## config.mk

```make
export PLATFORM = sky130hd
export DESIGN_NAME = booth_mult_sequencer
export DESIGN_NICKNAME = d
export VERILOG_FILES = /design/src/rtl/booth_pkg.sv /design/src/rtl/booth_out_buf.sv /design/src/rtl/booth_mult_sequencer.sv
export SDC_FILE = /design/constraint.sdc
export NUM_CORES = 1
export LEC_CHECK = 0
export ABC_AREA = 0
export BUFFER_PORTS_ARGS = -buffer_cell sky130_fd_sc_hd__buf_2
export CORE_MARGIN = 1.5
export CORE_UTILIZATION = 50
export CTS_CLUSTER_DIAMETER = 150
export DETAILED_ROUTE_END_ITERATION = 10
export GPL_ROUTABILITY_DRIVEN = 0
export PLACE_DENSITY = 0.8
export SYNTH_ARGS = -nofsm -noshare
export SYNTH_HDL_FRONTEND = slang
export SYNTH_HIERARCHICAL = 1
export SYNTH_SLANG_ARGS = --single-unit
```

## constraint.sdc

```tcl
create_clock -name clk -period 2.5 [get_ports clk]
set_input_delay 0 -clock clk [delete_from_list [all_inputs] [get_ports clk]]
set_output_delay 0 -clock clk [all_outputs]
set_load 0.005 [all_outputs]
```

## src/rtl/booth_pkg.sv

```systemverilog
// Shared definitions for the Booth multiplier stream wrapper: FSM state
// encoding and default sizing.
package booth_pkg;

    localparam int DEFAULT_WIDTH       = 16;
    localparam int DEFAULT_CALC_CYCLES = 17;

    typedef enum logic [2:0] {
        IDLE   = 3'd0,
        START  = 3'd1,
        LOAD_A = 3'd2,
        LOAD_B = 3'd3,
        WAIT   = 3'd4
    } state_t;

endpackage

```

## src/rtl/booth_out_buf.sv

```systemverilog
// One-entry valid/ready holding register for the product. A capture always
// finds the buffer empty, because a new operation is only accepted once it drains.
module booth_out_buf #(
    parameter int PW = 32
) (
    input  logic          clk,
    input  logic          rst_n,
    input  logic          capture,
    input  logic [PW-1:0] capture_data,
    input  logic          out_ready,
    output logic          out_valid,
    output logic [PW-1:0] out_result
);

    always_ff @(posedge clk or negedge rst_n) begin
        if (!rst_n) begin
            out_valid  <= 1'b0;
            out_result <= '0;
        end else if (capture) begin
            out_valid  <= 1'b1;
            out_result <= capture_data;
        end else if (out_valid && out_ready) begin
            out_valid  <= 1'b0;
        end
    end

endmodule

```

## src/rtl/booth_mult_sequencer.sv

```systemverilog
// Stream wrapper around the radix-2 Booth multiplier: accepts an operand pair,
// drives start/data serially, waits the compute latency and buffers the product.
module booth_mult_sequencer
    import booth_pkg::*;
#(
    parameter int WIDTH       = DEFAULT_WIDTH,
    parameter int CALC_CYCLES = DEFAULT_CALC_CYCLES
) (
    input  logic                 clk,
    input  logic                 rst_n,
    input  logic                 in_valid,
    output logic                 in_ready,
    input  logic [WIDTH-1:0]     in_a,
    input  logic [WIDTH-1:0]     in_b,
    output logic                 out_valid,
    input  logic                 out_ready,
    output logic [2*WIDTH-1:0]   out_result,
    output logic                 mult_start,
    output logic [WIDTH-1:0]     mult_data,
    input  logic [2*WIDTH-1:0]   mult_result,
    output logic                 busy,
    output logic [2:0]           dbg_state
);

    localparam int CNT_W = $clog2(CALC_CYCLES + 1);
    localparam logic [CNT_W-1:0] CNT_LOAD = CNT_W'(CALC_CYCLES - 1);

    // Handshakes: a transfer happens on a rising edge where valid && ready are
    // both high; valid holds its payload until that edge and never depends on ready.

    state_t             state_q, state_d;
    logic [WIDTH-1:0]   a_q, a_d;
    logic [WIDTH-1:0]   b_q, b_d;
    logic [CNT_W-1:0]   cnt_q, cnt_d;
    logic               start_d;
    logic [WIDTH-1:0]   data_d;
    logic               capture;
    logic               accept;

    assign in_ready  = rst_n && (state_q == IDLE) && (!out_valid || out_ready);
    assign accept    = in_valid && in_ready;
    assign busy      = (state_q != IDLE);
    assign dbg_state = state_q;

    always_comb begin
        state_d = state_q;
        a_d     = a_q;
        b_d     = b_q;
        cnt_d   = cnt_q;
        start_d = 1'b0;
        data_d  = '0;
        capture = 1'b0;
        case (state_q)
            IDLE: begin
                if (accept) begin
                    a_d     = in_a;
                    b_d     = in_b;
                    start_d = 1'b1;
                    state_d = START;
                end
            end
            START: begin
                data_d  = a_q;
                state_d = LOAD_A;
            end
            LOAD_A: begin
                data_d  = b_q;
                state_d = LOAD_B;
            end
            LOAD_B: begin
                cnt_d   = CNT_LOAD;
                state_d = WAIT;
            end
            WAIT: begin
                if (cnt_q == '0) begin
                    capture = 1'b1;
                    state_d = IDLE;
                end else begin
                    cnt_d = cnt_q - 1'b1;
                end
            end
            default: state_d = IDLE;
        endcase
    end

    // mult_start/mult_data are computed one cycle ahead so the multiplier sees
    // flop outputs that line up with the state they belong to.
    always_ff @(posedge clk or negedge rst_n) begin
        if (!rst_n) begin
            state_q    <= IDLE;
            a_q        <= '0;
            b_q        <= '0;
            cnt_q      <= '0;
            mult_start <= 1'b0;
            mult_data  <= '0;
        end else begin
            state_q    <= state_d;
            a_q        <= a_d;
            b_q        <= b_d;
            cnt_q      <= cnt_d;
            mult_start <= start_d;
            mult_data  <= data_d;
        end
    end

    booth_out_buf #(
        .PW(2*WIDTH)
    ) u_out_buf (
        .clk          (clk),
        .rst_n        (rst_n),
        .capture      (capture),
        .capture_data (mult_result),
        .out_ready    (out_ready),
        .out_valid    (out_valid),
        .out_result   (out_result)
    );

endmodule

```

**Yosys cells after proc, flatten, opt, wreduce, memory -nomap -nowiden**

Cells that the tools add are included.

- Add/sub/neg operators: 1
- Equality and inequality tests: 7
- Multiplexer cells: 12
- Reduce and logical (&&, ||, !) cells: 14

Operators with widths:

| cell | number |
|---|---|
| 16-bit case mux with 2 select lines | 1 |
| 3-bit case mux with 5 select lines | 1 |
| 5-bit case mux with 2 select lines | 1 |
| 3-bit by 2-bit equality test with 1-bit output (second input constant) | 2 |
| 1-bit 2-to-1 mux | 6 |
| 3-bit 2-to-1 mux | 2 |
| 2-bit != test (second input constant) | 3 |
| 2-bit AND reduction | 3 |
| 5-bit logical NOT | 1 |
| 5-bit 2-to-1 mux | 1 |
| 5-bit by 1-bit subtractor with 5-bit output (second input constant) | 1 |
| 1-bit logical AND | 4 |
| 2-bit nonzero test | 2 |
| 3-bit by 1-bit equality test with 1-bit output (second input constant) | 1 |
| 3-bit equality test (second input constant) | 1 |
| 3-bit logical NOT | 1 |
| 3-bit nonzero test | 1 |
| 1-bit logical NOT | 1 |
| 1-bit logical OR | 1 |

- Flip-flop bits (word level): 90
- Input port bits: 68
- Logic and storage cells: 42

**Depth between registers and ports, before layout**

- Depth in word-level cells: 6
- Gate-level depth with buffers: 7

**Cells and area by module**

The synthesis kept the hierarchy.

By module, submodules not included:

| module | instances | cells an instance | area an instance (um^2) | seq. area each (um^2) |
|---|---|---|---|---|
| booth_mult_sequencer | 1 | 154 | 2247.2 | 1426.4 |
| booth_out_buf | 1 | 71 | 1377.6 | 825.8 |

**Worst setup path before layout**

No wires, ideal clock.

- Kind: flip-flop to flip-flop
- Start point: reg cnt_q[0]
- End point: reg u_out_buf.out_result[0]
- Library setup time: 125 ps
- Data arrival time: 1850 ps
- Slack: 525 ps
- Stages on the path, launching flop included: 8
- Path buffers: 2
- Path through: dfrtp_1 inv_1 ha_1 or4b_1 nor2_1 buf_6 buf_12 mux2_4

- Cells in the longest elaborated chain, start to end: 3

RTL lines:

| what | RTL line | text |
|---|---|---|
| start, declared | booth_mult_sequencer.sv:34 | `logic [CNT_W-1:0] cnt_q, cnt_d;` |
| start signal, assigned | booth_mult_sequencer.sv:100 | `cnt_q <= cnt_d;` |
| 5-bit logical NOT | booth_mult_sequencer.sv:75 | `if (cnt_q == '0) begin` |
| 1-bit 2-to-1 mux | booth_mult_sequencer.sv:75 |  |
| 1-bit 2-to-1 mux | booth_mult_sequencer.sv:53 | `case (state_q)` |
| via capture | booth_mult_sequencer.sv:37 | `logic capture;` |
| end signal, assigned | booth_out_buf.sv:21 | `out_result <= capture_data;` |
| end, declared | booth_out_buf.sv:12 | `output logic [PW-1:0] out_result` |

The timed path passes the listed nets, and every way through them passes these cells.
A chain may end at the register's enable or synchronous reset.

**Final worst setup path**

- Start point: reg cnt_q[0]
- End point: reg u_out_buf.out_result[29]

The elaborated chain is that of the path after synthesis.

==> metrics <==
share of cells above drive strength 1 0.506; vias per cell 4.93; syn_area_per_cell 16.1 µm²; Critical Path Sink Type flop; R2R setup slack 320 ps; vias in the first global route 2728; DP Area 4300 µm²; total track usage 0.227; Setup violations, final 0; Final nets 487; EDFF count, synth 0; Synth top area share 0.621; worst r2r src cnt_q[0]; worst-skew pair later-pin latency 360 ps; Core Region 6910 µm²; max cap viols 0; initial antenna violation count 0; CP Buf/Inv Count 2; Ys Warns 6; Period minus WS final 2180 ps; starting density of the core 0.525; type of origin of the critical path flop; Synthesized Nets 294; mean routed wirelength per cell 16.4 µm; DRT Pass-1 Iters 4; Slowest cell on crit path or4b_1; CTS tree yes; Fmax 0.459 GHz; gr ovfl total 0; Final Cell Area 5140 µm²; Post-Route Utilization 0.744; Port Buffers 122; CP Cell Sequence inv_1, ha_1, or4b_1, nor2_4, buf_12, mux2_2; max_slew headroom 0.520; number of CTS-inserted buffers 9; Vias 2557; number of synthesized register bits 90; CP max stage delay 570 ps; CP delay by family, top simple AND/OR/NAND/NOR gates; DIE AREA 7770 µm²; peak supply drop 0.000534 V; fillers 446; n_diodes 0; status complete, no violations; Sum Neg Setup Slack 0 ps; reg-to-reg endpoint u_out_buf/out_result[29]; register area share after synthesis 0.621; cells after synthesis 225; most common flop cell mapped by yosys dfrtp_1; Area contributors post-synth dfrtp_1, mux2_4, mux2_2; Final Hold Viols 0; number of gates resized after CTS 0; Async SR Flop Fraction 1.00; Max clock buf depth 2; Lkg Pwr 2.54 nW; P per Cell Area 1040 nW/µm²; P&R area growth vs syn 41.7%; dpl hpwl 5040 µm; most frequent cell after synthesis dfrtp_1; worst-path fanout max 33; RSZ-0062 raised after global routing no; crit path from cnt_q[0]; drt total wl 8520 µm; Die Ht 88.1 µm; CTS root buf clkbuf_8; Post-DRT Antenna Nets 0; Starting DRT DRC Count 109; Fin Clk Skew 10.4 ps; fin. max-slew vios 0; # rows 30; Unique masters post-synth 36; Die X 88.1 µm; critical path class reg -> reg; first-pass GRT wire length 13200 µm; Critical Path RT 2740 ps; IO Count 123; area leader, netlist dfrtp_1; CTS Sinks 90; Worst Reg2Reg Path Length in Cells 6; largest net degree at the start of global routing 60; CTS Hold Bufs 66; Hold Crit Class in -> async; Mapped Area 3620 µm²; clock transition at the registers of the reported paths 90 ps; DR DRC count 0; top cells by count, synth dfrtp_1, mux2_2, mux2_4; Final period util 0.872; Data arrival, critical path 2420 ps; # H-tree levels 3; slew at the pin closest to its max-slew limit 721 ps; post-CTS setup buffer count 0
-- state kept, by name (all words and copies together), names as in the netlist --
register,cells
u_out_buf/out_valid,1
cnt_q,5
b_q,16
dbg_state,3
a_q,16
mult_start,1
mult_data,16
u_out_buf/out_result,32
-- per-layer routing --
metal | GRT usage | wire length [µm] | up-vias | share of wire
li1 | - | - | 1194 | -
met1 | 0.274 | 3590 | 1243 | 0.42
met2 | 0.378 | 4120 | 106 | 0.48
met3 | 0.0679 | 666 | 14 | 0.078
met4 | 0.0980 | 136 | 0 | 0.016
met5 | 0 | 0 | - | 0
-- worst reg2reg max path: cells and delay by family, from the launching register on --
kind	cells	cell delay (ps)
flip-flops	1	430
multiplexers	1	370
buffers and inverters	2	340
adder cells (fa/ha/maj)	1	180
AND/OR/NAND/NOR	2	740
-- cells by family after synthesis --
group,after synthesis,synth area share
AO/OA/AOI/OAI,31,0.0646
flip-flops,90,0.621
buffers and inverters,15,0.0376
adder cells (fa/ha/maj),1,0.00345
multiplexers,64,0.229
AND/OR/NAND/NOR,24,0.0442
-- worst max-delay path by stage --
stage	end	slack, ps	cells after the start
global placement	u_out_buf/out_result[30]	420	6
finish	u_out_buf/out_result[29]	320	6
detailed placement	u_out_buf/out_result[30]	350	6
floorplan	u_out_buf/out_result[0]	520	7
global route	u_out_buf/out_result[29]	230	6
CTS	u_out_buf/out_result[30]	330	6
-- layout make-up --
cell class | count | area (µm²) | area share
clock buffer | 9 | 124 | 0.0241
clock inverter | 7 | 55.1 | 0.0107
inverter | 3 | 11.3 | 0.00219
multi-input combinational | 120 | 1240 | 0.242
sequential | 90 | 2250 | 0.438
tap | 96 | 120 | 0.0234
timing repair buffer | 194 | 1330 | 0.259
-- power breakdown --
| part | total [mW] | internal [mW] | switching, mW |
|---|---|---|---|
| combinational | 2.00 | 1.19 | 0.806 |
| clock | 0.894 | 0.367 | 0.527 |
| sequential | 2.45 | 2.09 | 0.358 |
| total | 5.34 | 3.65 | 1.69 |
-- through the flow --
stage / hold slack [ps] / power (mW) / cells / setup WS (ps)
floorplan: -296 / 3.68 / 225 / 525
CTS: 113 / 5.33 / 519 / 332
detailed placement: -37.1 / 4.35 / 437 / 347
global route: 162 / 5.70 / 519 / 228
finish: 145 / 5.34 / 519 / 320
global placement: -40.9 / 4.26 / 437 / 423
-- cells in the final DEF, fill, tap and decap left out, types with 2 or more instances in the layout --
cell and count:
mux2_2 34, dlygate4sd3_1 66, nand2_1 4, or2_2 3
o21ai_0 2, o211ai_1 2, buf_4 6, clkbuf_8 9
clkinvlp_4 2, a22o_1 16, dfrtp_1 90, mux2_4 29
buf_2 121, inv_1 3, clkinv_4 3, a21oi_1 6
nor2_1 2
(Power assumes the default switching activity.)
